[src/rtl/instr_stream_encoder.sv]
// instr_stream_encoder
//   Packs assembled instruction fields (opcode, Rx, Ry, imm) into 16-bit
//   instruction words and writes them to consecutive instruction-memory
//   halfwords. The CPU is held while a load session is running. It is used for
//   boot/program load and by processor benches.
//
// Ports
//   i_clk, i_reset       clock, synchronous active-high reset
//   i_start, i_base_addr begin a session at i_base_addr (bit 0 forced to 0)
//   i_op_valid/o_op_ready  field-set handshake; i_opcode/i_rx/i_ry/i_imm/i_op_last
//   o_mem_we/o_mem_addr/o_mem_wdata/i_mem_ack  instruction-memory write port
//   o_cpu_hold           CPU hold request while loading or in error
//   o_done               1-cycle pulse when the session completes
//   o_error/o_err_code   sticky error (1 illegal op, 2 imm range, 3 overflow)
//   o_words_written      words committed in the current/last session
//
// state  | meaning
// -------+--------------------------------------------------------------
// IDLE   | no session; waiting for start
// ACCEPT | ready for the next field set; CPU held
// WRITE  | encoded word presented to memory until acked
// DONE   | one-cycle completion pulse; CPU released
// ERR    | session aborted; error/err_code held; CPU held until restart
module instr_stream_encoder #(
  parameter int ADDR_W    = 16,
  parameter int MAX_WORDS = 256
) (
  input  logic                               i_clk,
  input  logic                               i_reset,
  input  logic                               i_start,
  input  logic [ADDR_W-1:0]                  i_base_addr,
  input  logic                               i_op_valid,
  output logic                               o_op_ready,
  input  logic [4:0]                         i_opcode,
  input  logic [2:0]                         i_rx,
  input  logic [2:0]                         i_ry,
  input  logic [10:0]                        i_imm,
  input  logic                               i_op_last,
  output logic                               o_mem_we,
  output logic [ADDR_W-1:0]                  o_mem_addr,
  output logic [15:0]                        o_mem_wdata,
  input  logic                               i_mem_ack,
  output logic                               o_cpu_hold,
  output logic                               o_done,
  output logic                               o_error,
  output logic [1:0]                         o_err_code,
  output logic [$clog2(MAX_WORDS+1)-1:0]     o_words_written
);

  localparam int CNT_W = $clog2(MAX_WORDS + 1);
  localparam logic [CNT_W-1:0] MAX_CNT = CNT_W'(MAX_WORDS);

  localparam logic [1:0] ERR_NONE    = 2'd0;
  localparam logic [1:0] ERR_ILLEGAL = 2'd1;
  localparam logic [1:0] ERR_IMM     = 2'd2;
  localparam logic [1:0] ERR_OVF     = 2'd3;

  localparam logic [4:0] OP_MVHI = 5'b10110;

  typedef enum logic [2:0] {
    S_IDLE   = 3'd0,
    S_ACCEPT = 3'd1,
    S_WRITE  = 3'd2,
    S_DONE   = 3'd3,
    S_ERR    = 3'd4
  } state_t;

  state_t r_state;
  state_t w_next;

  logic [ADDR_W-1:0] r_addr;
  logic [15:0]       r_wdata;
  logic              r_last;
  logic [CNT_W-1:0]  r_count;
  logic [1:0]        r_err_code;

  logic              w_legal;
  logic              w_imm_ok;
  logic [15:0]       w_word;
  logic              w_start_ok;
  logic              w_accept;
  logic              w_write_done;
  logic [CNT_W-1:0]  w_cnt_inc;

  // Opcode legality and word packing. Format is selected by opcode[4:3].
  always_comb begin
    w_legal  = 1'b0;
    w_imm_ok = 1'b1;
    w_word   = 16'h0000;

    case (i_opcode)
      5'b00000, 5'b00001, 5'b00010, 5'b00011, 5'b00100, 5'b00101,
      5'b10000, 5'b10001, 5'b10010, 5'b10011, 5'b10110,
      5'b01000, 5'b01001, 5'b01010, 5'b01100,
      5'b11000, 5'b11001, 5'b11010, 5'b11100: w_legal = 1'b1;
      default:                                 w_legal = 1'b0;
    endcase

    case (i_opcode[4:3])
      2'b00:   w_word = {5'b00000, i_ry, i_rx, i_opcode};
      2'b01:   w_word = {8'h00, i_rx, i_opcode};
      2'b10:   w_word = {i_imm[7:0], i_rx, i_opcode};
      default: w_word = {i_imm, i_opcode};
    endcase

    // imm8 forms take a signed byte; mvhi loads an unsigned high byte.
    if (i_opcode[4:3] == 2'b10) begin
      if (i_opcode == OP_MVHI) begin
        w_imm_ok = (i_imm[10:8] == 3'b000);
      end else begin
        w_imm_ok = (i_imm[10:8] == {3{i_imm[7]}});
      end
    end
  end

  assign w_start_ok   = i_start && ((r_state == S_IDLE) || (r_state == S_DONE) ||
                                    (r_state == S_ERR));
  assign w_accept     = (r_state == S_ACCEPT) && i_op_valid;
  assign w_write_done = (r_state == S_WRITE) && i_mem_ack;
  assign w_cnt_inc    = r_count + CNT_W'(1);

  always_ff @(posedge i_clk) begin
    if (i_reset) begin
      r_state <= S_IDLE;
    end else begin
      r_state <= w_next;
    end
  end

  always_comb begin
    w_next     = r_state;
    o_op_ready = 1'b0;
    o_mem_we   = 1'b0;
    o_cpu_hold = 1'b0;
    o_done     = 1'b0;
    o_error    = 1'b0;

    case (r_state)
      S_IDLE: begin
        if (i_start) w_next = S_ACCEPT;
      end
      S_ACCEPT: begin
        o_op_ready = 1'b1;
        o_cpu_hold = 1'b1;
        if (i_op_valid) begin
          if (!w_legal || !w_imm_ok) w_next = S_ERR;
          else                       w_next = S_WRITE;
        end
      end
      S_WRITE: begin
        o_mem_we   = 1'b1;
        o_cpu_hold = 1'b1;
        if (i_mem_ack) begin
          if (r_last)                    w_next = S_DONE;
          else if (w_cnt_inc == MAX_CNT) w_next = S_ERR;
          else                           w_next = S_ACCEPT;
        end
      end
      S_DONE: begin
        o_done = 1'b1;
        w_next = i_start ? S_ACCEPT : S_IDLE;
      end
      S_ERR: begin
        o_error    = 1'b1;
        o_cpu_hold = 1'b1;
        if (i_start) w_next = S_ACCEPT;
      end
      default: w_next = S_IDLE;
    endcase
  end

  always_ff @(posedge i_clk) begin
    if (i_reset) begin
      r_addr     <= '0;
      r_wdata    <= '0;
      r_last     <= 1'b0;
      r_count    <= '0;
      r_err_code <= ERR_NONE;
    end else begin
      if (w_start_ok) begin
        r_addr     <= i_base_addr & {{(ADDR_W-1){1'b1}}, 1'b0};
        r_count    <= '0;
        r_err_code <= ERR_NONE;
      end

      if (w_accept) begin
        r_wdata <= w_word;
        r_last  <= i_op_last;
        if (!w_legal)       r_err_code <= ERR_ILLEGAL;
        else if (!w_imm_ok) r_err_code <= ERR_IMM;
      end

      // Address wraps modulo 2^ADDR_W by design.
      if (w_write_done) begin
        r_count <= w_cnt_inc;
        r_addr  <= r_addr + ADDR_W'(2);
        if (!r_last && (w_cnt_inc == MAX_CNT)) r_err_code <= ERR_OVF;
      end
    end
  end

  assign o_mem_addr      = r_addr;
  assign o_mem_wdata     = r_wdata;
  assign o_err_code      = r_err_code;
  assign o_words_written = r_count;

endmodule

[config.mk]
export PLATFORM = sky130hd
export DESIGN_NAME = instr_stream_encoder
export DESIGN_NICKNAME = d
export VERILOG_FILES = /design/src/rtl/instr_stream_encoder.sv
export SDC_FILE = /design/constraint.sdc
export NUM_CORES = 1
export LEC_CHECK = 0
export ABC_AREA = 1
export ABC_CLOCK_PERIOD_IN_PS = 2000
export CAP_MARGIN = 20
export CORE_UTILIZATION = 35
export CTS_BUF_LIST = sky130_fd_sc_hd__clkbuf_8
export CTS_CLUSTER_DIAMETER = 120
export DETAILED_ROUTE_END_ITERATION = 8
export GPL_TIMING_DRIVEN = 0
export PLACE_DENSITY = 0.7
export RECOVER_POWER = 100
export SYNTH_ARGS = -nofsm -noshare
export SYNTH_HDL_FRONTEND = slang
export SYNTH_SLANG_ARGS = --single-unit
export TNS_END_PERCENT = 100
[constraint.sdc]
create_clock -name i_clk -period 2 [get_ports i_clk]
set_clock_uncertainty 0.05 [all_clocks]
set_input_delay 0.6 -clock i_clk [delete_from_list [all_inputs] [get_ports i_clk]]
set_output_delay 0.6 -clock i_clk [all_outputs]
set_load 0.005 [all_outputs]
==> key figures, run 1 <==
Clock network
  • Clock sink total: 46
  • Root cell of the clock tree: clkbuf_8
  • Total of hold buffers inserted after clock tree synthesis: 0
  • Number of levels in the clock H-tree: 2
  • CTS tree: yes
  • Maximum clock insertion buffer count: 2
  • Clock Pin Slew Worst Setup and Hold Paths: 0.09 ns
  • Insertion delay of the later-clocked pin in the worst-skew pair: 0.31 ns
  • Total CTS buffers: 5

Global route
  • Gr usage total: 20.1%
  • Via count of the first global-routing pass: 2,916
  • Total congestion overflow after global routing: 0
  • Maximum number of pins on one net before global-route repair: 15
  • Antenna violations before repair: 0
  • Wire length of the first global-routing pass: 13.4 mm

Placed design
  • Global placer's final weighted congestion: 0.913
  • Placed wire-length estimate after detailed placement: 6.13 mm
  • Count of placed standard cells including taps: 596
  • Port bufs: 89
  • Setup slack after placement: -0.222 ns

Critical path
  • Worst setup path class: flip-flop to output port
  • Critical path buffer and inverter count: 1
  • CP Capture Type: output port
  • Largest incremental delay on the critical path: 0.55 ns
  • Cell type of the slowest stage on the worst timing path: clkdlybuf4s50_1
  • Cell class contributing the biggest share of worst-path delay: buffers and inverters
  • Arrival time worst endpoint: 1.32 ns
  • List of cells traversed by the critical path: clkdlybuf4s50_1
  • CP Launch Type: flip-flop
  • CP max FO: 7
  • Required time of the critical path: 1.35 ns

Timing
  • F_max: 0.509 GHz
  • Hold violation count in the final report: 0
  • Final setup violation count: 0
  • Unrepaired setup endpoints after global routing: false
  • Post-Route Setup TNS: 0 ns
  • Least-Margin Pin Slew: 0.556 ns
  • Final period util: 98.3%
  • Final max-slew violation count: 0
  • Min Clock Period, post-route: 1.97 ns
  • Worst Slack Setup Final: 0.0339 ns
  • Rel. slew slack: 63.0%

Finish
  • Antenna fix cells: 0
  • Layout cell share with drive strength beyond 1: 12.7%
  • Fillcell total: 733
  • Count of nets after finishing: 557
  • Number of standard cells in the layout, taps in and fillers out: 610
  • Layout overhead on the synthesized area: 44.3%
  • Most common cell after layout, fill and taps aside: nand2_1
  • Highest-count cells in the layout ignoring fill and taps: nand2_1 (109), clkdlybuf4s50_1 (64), inv_1 (36), nor2_1 (36), dfxtp_1 (35)
  • Final core utilization: 53.0%

Floorplan
  • Number of top-level pins: 92
  • Initial cell density of the core: 36.8%
  • Number of placement rows: 31
  • CORE AREA: 7370 sq um
  • Die Area: 8100 sq um
  • DIE WIDTH: 90.0 microns
  • Chip height: 90.0 microns

Yosys
  • Number of enable flip-flop cells after synthesis: 0
  • Synthesized area per cell: 6.64 sq um
  • Async set-reset flop share out of synthesis: 0%
  • Count of state elements after synthesis: 46
  • Number of instances in the synthesized netlist: 408
  • Share of the yosys chip area belonging to registers: 34.0%
  • Synth warnings: 0
  • Post-synthesis net count: 455
  • Cell area after synthesis: 2710 sq um
  • Prevailing post-synth register cell: dfxtp_1
  • Number of distinct standard cells referenced by the synthesized netlist: 36

Power
  • Total power: 2.48 mW
  • Static leakage: 1.55 nW
  • Power per standard cell area: 634 nW/um^2
  • Largest vdd supply drop: 340 uV

Routing
  • Total wirelength of the detailed-routed design: 8.10 mm
  • Via count: 3,090
  • Drt wl/cell: 13.3 microns
  • Detailed-route DRC error count: 0
  • Number of optimization iterations in the first detailed-route pass: 4
  • Via/cell ratio: 5.07
  • DRT antenna net count: 0
  • Iter 0 DRT Violations: 109

Min path
  • Kind of path behind the tightest hold check: flip-flop to flip-flop

Run
  • Maximum Capacitance Violations: 0

Outcome
  • Outcome: completed
cell type report:
type | count | area [sq um] | area share (%)
well taps | 99 | 124 | 3.17
repair buffers | 95 | 925 | 23.7
clock inverters | 3 | 40.0 | 1.02
clock buffers | 5 | 68.8 | 1.76
multi-input cells | 302 | 1550 | 39.5
inverters | 46 | 180 | 4.61
plain buffers | 14 | 86.3 | 2.21
flip-flops and latches | 46 | 940 | 24.0
where the power goes:
| part | switching (mW) | internal (mW) |
|---|---|---|
| Combinational | 0.337 | 0.347 |
| Sequential | 0.0851 | 1.00 |
| Clock | 0.337 | 0.368 |
| Total | 0.759 | 1.72 |
per-layer routing:
layer,wire length [microns],global-route usage (%)
met1,3480,24.3
met2,3890,34.1
met3,569,4.91
met4,167,8.06
met5,0,0
metrics by stage:
step           hold slack, ns  cell area [sq um]
6_report                0.446               3910
5_1_grt                 0.494               3910
4_1_cts                 0.454               3900
3_5_place_dp            0.429               3720
3_3_place_gp            0.417               3720
2_1_floorplan           0.427               2710
path summary, 6_finish.rpt:
path / start / endpoint / slack, ns / depth (start not counted)
worst max-delay path: o_mem_addr[8] / o_mem_addr[8] / 0.03 / 1
worst max register to register: o_words_written[1] / r_state[0] / 0.19 / 12
worst min register to register: o_mem_wdata[2] / o_mem_wdata[2] / 0.45 / 2
worst min-delay path: o_mem_wdata[2] / o_mem_wdata[2] / 0.45 / 2
kinds of logic (layout without fill, tap and decap cells):
group	count (synthesis)	in the layout	share of synthesized area (%)
simple gates	209	209	34.9
buf+inv	60	163	9.88
other cells	1	1	0.138
fa+ha+maj	3	3	1.39
flops	46	46	34.0
compound gates	89	89	19.7
flip-flops by register name, indices dropped and copies added (netlist names):
register         count
r_last               1
o_mem_addr          15
o_words_written      9
r_state              3
o_err_code           2
o_mem_wdata         16
synth_stat cells, types with 6 or more instances:
library cell	number	area share, %
nand2_1	109	15
nand4_1	8	1.8
o21ai_0	28	5.2
o211ai_1	10	2.8
a31oi_1	6	1.4
inv_2	8	1.1
a21oi_1	30	5.5
nor2_1	39	5.4
dfxtp_1	46	34
inv_1	37	5.1
nand3_1	28	5.2
repair_timing:
action,4_1_cts,5_1_grt
endpoints found under the setup margin,5,12
pin swaps,1,1
resized for setup,21,14
buffers inserted,6,0
No activity file was read; power rests on OpenSTA's default activity.
==> run 2: changes to the inputs <==
--- a/config.mk
+++ b/config.mk
@@ -5,7 +5,6 @@
 export SDC_FILE = /design/constraint.sdc
 export NUM_CORES = 1
 export LEC_CHECK = 0
-export ABC_AREA = 1
 export ABC_CLOCK_PERIOD_IN_PS = 2000
 export CAP_MARGIN = 20
 export CORE_UTILIZATION = 35
@@ -13,7 +12,7 @@
 export CTS_CLUSTER_DIAMETER = 120
 export DETAILED_ROUTE_END_ITERATION = 8
 export GPL_TIMING_DRIVEN = 0
-export PLACE_DENSITY = 0.7
+export PLACE_DENSITY = 0.71
 export RECOVER_POWER = 100
 export SYNTH_ARGS = -nofsm -noshare
 export SYNTH_HDL_FRONTEND = slang
==> run 2 against run 1 <==
Die area decreased by 3.2%. Clock power fell by 12%. Wire length increased by 1.3%. Largest cell class unchanged. Fmax decreased by 0.61%. Largest power group unchanged. Register-to-register slack worse by 0.06 ns. Hold slack worse by 0.040 ns. Critical path type is now input pin to flip-flop. Flip-flop and latch count unchanged. Area after synthesis shrank 3.3%.
==> key figures, run 2 <==
Routing
  • DRT antenna net count: 0 (unchanged)
  • Number of optimization iterations in the first detailed-route pass: 4 (unchanged)
  • Drt wl/cell: 15.2 microns (+14%)
  • Total wirelength of the detailed-routed design: 8.21 mm (+1.3%)
  • Via/cell ratio: 5.40 (+6.6%)
  • Detailed-route DRC error count: 0 (unchanged)
  • Iter 0 DRT Violations: 157 (+44%)
  • Via count: 2,922 (-5.4%)

Critical path
  • CP Launch Type: input pin
  • Arrival time worst endpoint: 2.16 ns (+0.84 ns)
  • Critical Path Sink: r_state[1]
  • Critical Path Source: i_opcode[1]
  • CP max FO: 5 (-2)
  • CP Capture Type: flip-flop
  • Startpoint of the most critical register-to-register path: o_words_written[0]
  • Worst flop-to-flop path endpoint: r_state[0]
  • Slack of the worst reg-to-reg path: 0.13 ns (-0.06 ns)
  • Depth of the worst register-to-register path: 6 (-6)
  • Worst setup path class: input pin to flip-flop
  • Required time of the critical path: 2.18 ns (+0.83 ns)

Placed design
  • Count of placed standard cells including taps: 529 (-11%)
  • Port bufs: 88 (-1.1%)
  • Area of placed instances: 3620 sq um (-2.7%)
  • Global placer's final weighted congestion: 0.883 (-3.2%)
  • Setup slack after placement: -0.479 ns (-0.257 ns)
  • Placed wire-length estimate after detailed placement: 5.96 mm (-2.7%)

Finish
  • Most common cell after layout, fill and taps aside: clkdlybuf4s50_1
  • Highest-count cells in the layout ignoring fill and taps: clkdlybuf4s50_1 (53), a21oi_1 (41), nor2_1 (39), nand2_1 (39), dfxtp_1 (35)
  • Count of nets after finishing: 488 (-12%)
  • Fillcell total: 713 (-2.7%)
  • Layout cell share with drive strength beyond 1: 14.5% (+1.8 points)
  • Register Area: 942 sq um (+0.27%)
  • Number of flip-flops under the largest register name: 16 (unchanged)
  • Number of standard cells in the layout, taps in and fillers out: 541 (-11%)
  • Final core utilization: 53.0% (about the same)
  • Layout overhead on the synthesized area: 46.7%
  • Final Cell Area: 3840 sq um (-1.7%)
  • Antenna fix cells: 0 (unchanged)
  • Multi-input combinational cell area: 1610 sq um (+4.0%)

Timing
  • Worst hold slack after final layout: 0.406 ns (-0.0403 ns)
  • Rel. slew slack: 61.2% (-1.7 points)
  • Worst Slack Setup Final: 0.0219 ns (-0.0120 ns)
  • Hold violation count in the final report: 0 (unchanged)
  • Post-Route Setup TNS: 0 ns (unchanged)
  • Final setup violation count: 0 (unchanged)
  • Final period util: 98.9% (+0.60 points)
  • Min Clock Period, post-route: 1.98 ns (+0.0120 ns)
  • Final max-slew violation count: 0 (unchanged)
  • F_max: 0.506 GHz (-0.61%)
  • Least-Margin Pin Slew: 0.582 ns (+0.0260 ns)

Yosys
  • Ranking of synthesized cells by instance count: dfxtp_1 (46), a21oi_1 (41), nor2_1 (40)
  • Largest cells by area after synthesis: dfxtp_1 (35%), a21oi_1 (7.8%), nor2_1 (5.7%), nand2_1 (5.6%), nand3_1 (4.6%)
  • Synthesized area per cell: 7.66 sq um (+15%)
  • Synth warnings: 0 (unchanged)
  • Number of distinct standard cells referenced by the synthesized netlist: 59 (+64%)
  • Number of instances in the synthesized netlist: 342 (-16%)
  • Top-count cell post-synth: dfxtp_1
  • Post-synthesis net count: 389 (-15%)
  • Cell area after synthesis: 2620 sq um (-3.3%)
  • Async set-reset flop share out of synthesis: 0% (unchanged)
  • Count of state elements after synthesis: 46 (unchanged)
  • Prevailing post-synth register cell: dfxtp_1
  • Fraction of synthesized cell area taken by the top area cell type: 35.1% (+1.2 points)
  • Post-synthesis cell type with the largest combined area: dfxtp_1
  • Number of enable flip-flop cells after synthesis: 0 (unchanged)
  • Share of the yosys chip area belonging to registers: 35.1% (+1.2 points)

Global route
  • Antenna violations before repair: 0 (unchanged)
  • Gr usage total: 21.6% (+1.5 points)
  • Total congestion overflow after global routing: 0 (unchanged)
  • Via count of the first global-routing pass: 2,682 (-8.0%)
  • Maximum number of pins on one net before global-route repair: 15 (unchanged)
  • Wire length of the first global-routing pass: 13.1 mm (-2.1%)

Floorplan
  • Chip height: 88.5 microns (-1.6%)
  • DIE WIDTH: 88.5 microns (-1.6%)
  • Die Area: 7840 sq um (-3.2%)
  • CORE AREA: 7250 sq um (-1.6%)
  • Initial cell density of the core: 36.1% (-0.64 points)
  • Number of placement rows: 31 (unchanged)
  • Number of top-level pins: 92 (unchanged)

Power
  • Int Power: 1.50 mW (-13%)
  • Sequential power share: 48.0% (+4.0 points)
  • Fraction of power spent switching nets: 29.0% (-1.7 points)
  • Switching power summed over all nets: 0.611 mW (-20%)
  • Total power: 2.11 mW (-15%)
  • Power per standard cell area: 549 nW/um^2 (-13%)
  • Static leakage: 1.48 nW (-4.1%)
  • Clock share of power: 29.3% (+0.8 points)
  • Largest vdd supply drop: 293 uV (-14%)
  • Comb power frac: 22.8% (-4.8 points)

Clock network
  • Root cell of the clock tree: clkbuf_8
  • Clock sink total: 46 (unchanged)
  • Total of hold buffers inserted after clock tree synthesis: 0 (unchanged)
  • Clock Pin Slew Worst Setup and Hold Paths: 0.09 ns (about the same)
  • Number of levels in the clock H-tree: 2 (unchanged)
  • Maximum clock insertion buffer count: 2 (unchanged)
  • Insertion delay of the later-clocked pin in the worst-skew pair: 0.31 ns (about the same)
  • Total CTS buffers: 5 (unchanged)
  • CTS tree: yes

Min path
  • Kind of path behind the tightest hold check: flip-flop to flip-flop

Outcome
  • Outcome: completed

Run
  • Maximum Capacitance Violations: 0 (unchanged)
[run 2: cell types whose count changed in the layout (fill, tap and decap cells not counted), sizes merged, moves of 7 or more]
| cell | delta |
|---|---|
| a21oi | +11 |
| clkdlybuf4s50 | -11 |
| inv | -40 |
| o21ai | -13 |
| clkbuf | +7 |
| nand2 | -74 |
[run 2: final cells by class]
| cell class | count | share of cell area [%] |
|---|---|---|
| plain buffers | 25 | 3.71 |
| multi-input cells | 265 | 41.8 |
| clock buffers | 6 | 2.15 |
| inverters | 6 | 0.586 |
| repair buffers | 92 | 23.7 |
| clock inverters | 2 | 0.326 |
| flip-flops and latches | 46 | 24.5 |
| well taps | 99 | 3.22 |
[run 2: per-layer routing]
metal | up-vias | part of all wire, % | global-route usage [%]
met5 | - | 0 | 0
met4 | 0 | 1.6 | 7.18
met3 | 9 | 5.6 | 3.45
met2 | 108 | 48 | 33.9
met1 | 1360 | 45 | 30.1
li1 | 1445 | - | -
[run 2: logic make-up (layout without fill, tap and decap cells)]
| group | Yosys count | in the layout | synth area share, % |
|---|---|---|---|
| compound gates | 95 | 95 | 22.3 |
| xor+xnor | 3 | 3 | 1.00 |
| fa+ha+maj | 3 | 3 | 1.43 |
| buf+inv | 31 | 131 | 5.40 |
| flops | 46 | 46 | 35.1 |
| mux | 9 | 9 | 3.87 |
| other cells | 1 | 1 | 0.143 |
| simple gates | 154 | 154 | 30.7 |
[run 2: worst min-delay path by stage]
stage                                from              end  slack, ns  depth (start not counted)
after floorplan                    r_last           r_last       0.40                          2
after global placement    o_mem_wdata[15]  o_mem_wdata[15]       0.39                          2
after detailed placement   o_mem_wdata[3]   o_mem_wdata[3]       0.40                          2
after CTS                  o_mem_wdata[2]   o_mem_wdata[2]       0.41                          2
after global routing       o_mem_wdata[0]   o_mem_wdata[0]       0.44                          2
final                     o_mem_wdata[13]  o_mem_wdata[13]       0.41                          2
[run 2: power groups by stage]
stage               clock network, mW  registers, mW  logic [mW]
finish                          0.617           1.01       0.481
global route                    0.666           1.02       0.522
CTS                             0.632           1.01       0.487
detailed placement                  0           1.03       0.468
global placement                    0           1.03       0.462
floorplan                           0           1.03       0.215
[run 2: repair_timing]
action	in CTS	in global routing
gates resized for setup	30	21
endpoints found under the setup margin	26	28
hold endpoints to repair	0	0
buffers inserted	4	0
pin swaps	2	1
[run 2: worst max-delay path, cell delays in order]
cell,delay (ns)
clkdlybuf4s50_1,0.50
and3b_1,0.22
o211ai_1,0.21
nand2_1,0.12
or3_4,0.38
a21oi_2,0.13
==> run 3: changes to the inputs <==
--- a/config.mk
+++ b/config.mk
@@ -12,7 +12,6 @@
 export CTS_CLUSTER_DIAMETER = 120
 export DETAILED_ROUTE_END_ITERATION = 8
 export GPL_TIMING_DRIVEN = 0
-export PLACE_DENSITY = 0.71
 export RECOVER_POWER = 100
 export SYNTH_ARGS = -nofsm -noshare
 export SYNTH_HDL_FRONTEND = slang
==> run 3 against run 2 <==
Critical path depth is the same. Hold slack worse by 0.0010 ns. Non-clock buffer count increased by 3. Sequential share of layout area decreased by 0.31 points. Total power decreased by 1.2%. Design area rose by 0.49%. Utilization grew 0.26 points. Combinational power barely moved. Clock power fell by 5.0%. Fmax grew 2.6%. Setup slack improved by 0.049 ns. Critical endpoint is now o_mem_addr[11]. Largest cell class unchanged.
==> key figures, run 3 (synthesized netlist as in run 2, its figures left out) <==
Outcome
  • Outcome: completed

Placed design
  • Setup slack after placement: -0.507 ns (-0.0284 ns)
  • Placed wire-length estimate after detailed placement: 5.95 mm (-0.10%)
  • Port bufs: 88 (unchanged)
  • Global placer's final weighted congestion: 0.834 (-5.5%)

Timing
  • Min Clock Period, post-route: 1.93 ns (-0.0493 ns)
  • Final setup violation count: 0 (unchanged)
  • Rel. slew slack: 56.9% (-4.3 points)
  • Worst Slack Setup Final: 0.0712 ns (+0.0493 ns)
  • Final period util: 96.4% (-2.5 points)
  • Final max-slew violation count: 0 (unchanged)
  • Least-Margin Pin Slew: 0.647 ns (+0.0651 ns)
  • Post-Route Setup TNS: 0 ns (unchanged)
  • Unrepaired setup endpoints after global routing: false
  • Hold violation count in the final report: 0 (unchanged)
  • F_max: 0.518 GHz (+2.6%)
  • Worst hold slack after final layout: 0.405 ns (-0.00103 ns)

Global route
  • Via count of the first global-routing pass: 2,738 (+2.1%)
  • Maximum number of pins on one net before global-route repair: 14 (-1)
  • Gr usage total: 22.4% (+0.81 points)
  • Total congestion overflow after global routing: 0 (unchanged)
  • Antenna violations before repair: 0 (unchanged)
  • Wire length of the first global-routing pass: 13.4 mm (+2.0%)

Clock network
  • Total CTS buffers: 5 (unchanged)
  • Number of levels in the clock H-tree: 2 (unchanged)
  • Maximum clock insertion buffer count: 2 (unchanged)
  • Clock Pin Slew Worst Setup and Hold Paths: 0.08 ns (about the same)
  • Root cell of the clock tree: clkbuf_8
  • Clock sink total: 46 (unchanged)
  • CTS tree: yes
  • Insertion delay of the later-clocked pin in the worst-skew pair: 0.30 ns (about the same)

Floorplan
  • Number of placement rows: 31 (unchanged)
  • Die Area: 7840 sq um (unchanged)
  • Initial cell density of the core: 36.1% (unchanged)
  • Chip height: 88.5 microns (unchanged)
  • Number of top-level pins: 92 (unchanged)
  • DIE WIDTH: 88.5 microns (unchanged)
  • CORE AREA: 7250 sq um (unchanged)

Finish
  • Layout overhead on the synthesized area: 47.4%
  • Layout cell share with drive strength beyond 1: 15.7% (+1.3 points)
  • Number of flip-flops under the largest register name: 16 (unchanged)
  • Most common cell after layout, fill and taps aside: clkdlybuf4s50_1
  • Final core utilization: 53.3% (+0.26 points)
  • Count of nets after finishing: 491 (+0.61%)
  • Highest-count cells in the layout ignoring fill and taps: clkdlybuf4s50_1 (50), a21oi_1 (40), nor2_1 (39), nand2_1 (39), dfxtp_1 (37)
  • Antenna fix cells: 0 (unchanged)

Critical path
  • Largest incremental delay on the critical path: 0.34 ns (-0.16 ns)
  • Slack of the worst reg-to-reg path: 0.17 ns (+0.04 ns)
  • List of cells traversed by the critical path: dlygate4sd2_1 > and4bb_1 > and3_1 > nand3_2 > mux2_4 > a21oi_2
  • Depth of the worst register-to-register path: 7 (+1)
  • Cell class contributing the biggest share of worst-path delay: simple AND/OR/NAND/NOR gates
  • Startpoint of the most critical register-to-register path: r_state[1]
  • Worst flop-to-flop path endpoint: o_words_written[3]
  • Critical path buffer and inverter count: 1 (unchanged)
  • Worst setup path class: input pin to flip-flop
  • CP max FO: 4 (-1)
  • Arrival time worst endpoint: 2.12 ns (-0.04 ns)
  • CP Launch Type: input pin
  • Required time of the critical path: 2.19 ns (about the same)
  • CP Capture Type: flip-flop
  • Cell type of the slowest stage on the worst timing path: and4bb_1

Min path
  • Kind of path behind the tightest hold check: flip-flop to flip-flop
  • Number of stages on the worst hold path: 2 (unchanged)
  • Hold_sp: o_mem_wdata[13]
  • Destination of the worst hold path: o_mem_wdata[13]

Power
  • Power per standard cell area: 539 nW/um^2 (-1.7%)
  • Static leakage: 1.55 nW (+4.2%)
  • Total power: 2.08 mW (-1.2%)
  • Largest vdd supply drop: 273 uV (-6.7%)

Routing
  • Via count: 2,839 (-2.8%)
  • Number of optimization iterations in the first detailed-route pass: 4 (unchanged)
  • Iter 0 DRT Violations: 101 (-36%)
  • Drt wl/cell: 15.1 microns (-0.50%)
  • DRT antenna net count: 0 (unchanged)
  • Total wirelength of the detailed-routed design: 8.21 mm (about the same)
  • Via/cell ratio: 5.22 (-3.4%)
  • Detailed-route DRC error count: 0 (unchanged)

Run
  • Maximum Capacitance Violations: 0 (unchanged)
-- run 3: changes by cell type in the layout (fill, tap and decap cells not counted), sizes merged --
cell / delta
clkbuf: -3
clkdlybuf4s15: -1
inv: +1
clkinvlp: -1
clkdlybuf4s50: -3
buf: +7
dlymetal6s2s: +2
dlygate4sd3: +1
-- run 3: worst max path at each step --
stage | start | endpoint | slack, ns | cells past startpoint
floorplan | o_words_written[0] | r_state[0] | 0.19 | 6
global placement | i_opcode[3] | o_mem_wdata[10] | -0.49 | 6
detailed placement | i_opcode[3] | o_mem_wdata[5] | -0.51 | 5
CTS | o_words_written[2] | o_words_written[2] | 0.01 | 1
global route | i_opcode[3] | r_state[1] | 0.0001 | 7
finish | i_mem_ack | o_mem_addr[11] | 0.07 | 6
-- run 3: what timing repair did --
| action | in CTS | in global routing |
|---|---|---|
| endpoints found under the setup margin | 33 | 28 |
| pin swaps | 3 | 3 |
| hold buffers | 0 | 0 |
| resized for setup | 35 | 20 |
| setup buffers | 8 | 0 |
-- run 3: metal layers --
layer	wire length, microns	vias up	track usage, %	part of all wire [%]
li1	-	1450	-	-
met1	3890	1316	30.3	47
met2	3940	68	37.2	48
met3	300	5	3.64	3.7
met4	74	0	5.57	0.90
met5	0	-	0	0
-- run 3: area by class of cell --
class                      count  area [sq um]
buffer                        24           140
clock buffer                   6          82.6
clock inverter                 2          8.76
fill                         742          3390
inverter                       6          22.5
multi-input combinational    265          1610
sequential                    46           935
tap                           99           124
timing repair buffer          96           938
-- run 3: metrics by stage --
| stage | std cells | area, sq um |
|---|---|---|
| after floorplan | 342 | 2620 |
| after global placement | 529 | 3620 |
| after detailed placement | 529 | 3620 |
| after CTS | 545 | 3830 |
| after global routing | 544 | 3860 |
| final | 544 | 3860 |
-- run 3: worst reg2reg max path: cells and delay by family (launching register included) --
| family | cells | cell delay (ns) |
|---|---|---|
| AO/OA/AOI/OAI | 3 | 0.54 |
| buffers and inverters | 2 | 0.40 |
| flip-flops | 1 | 0.36 |
| AND/OR/NAND/NOR | 2 | 0.41 |
-- run 3: where the power goes --
part / total (mW) / leakage (nW) / internal, mW / switching [mW]
clock: 0.586 / 0.0524 / 0.274 / 0.312
combinational: 0.484 / 1.12 / 0.259 / 0.225
sequential: 1.01 / 0.379 / 0.965 / 0.0478
total: 2.08 / 1.55 / 1.50 / 0.585
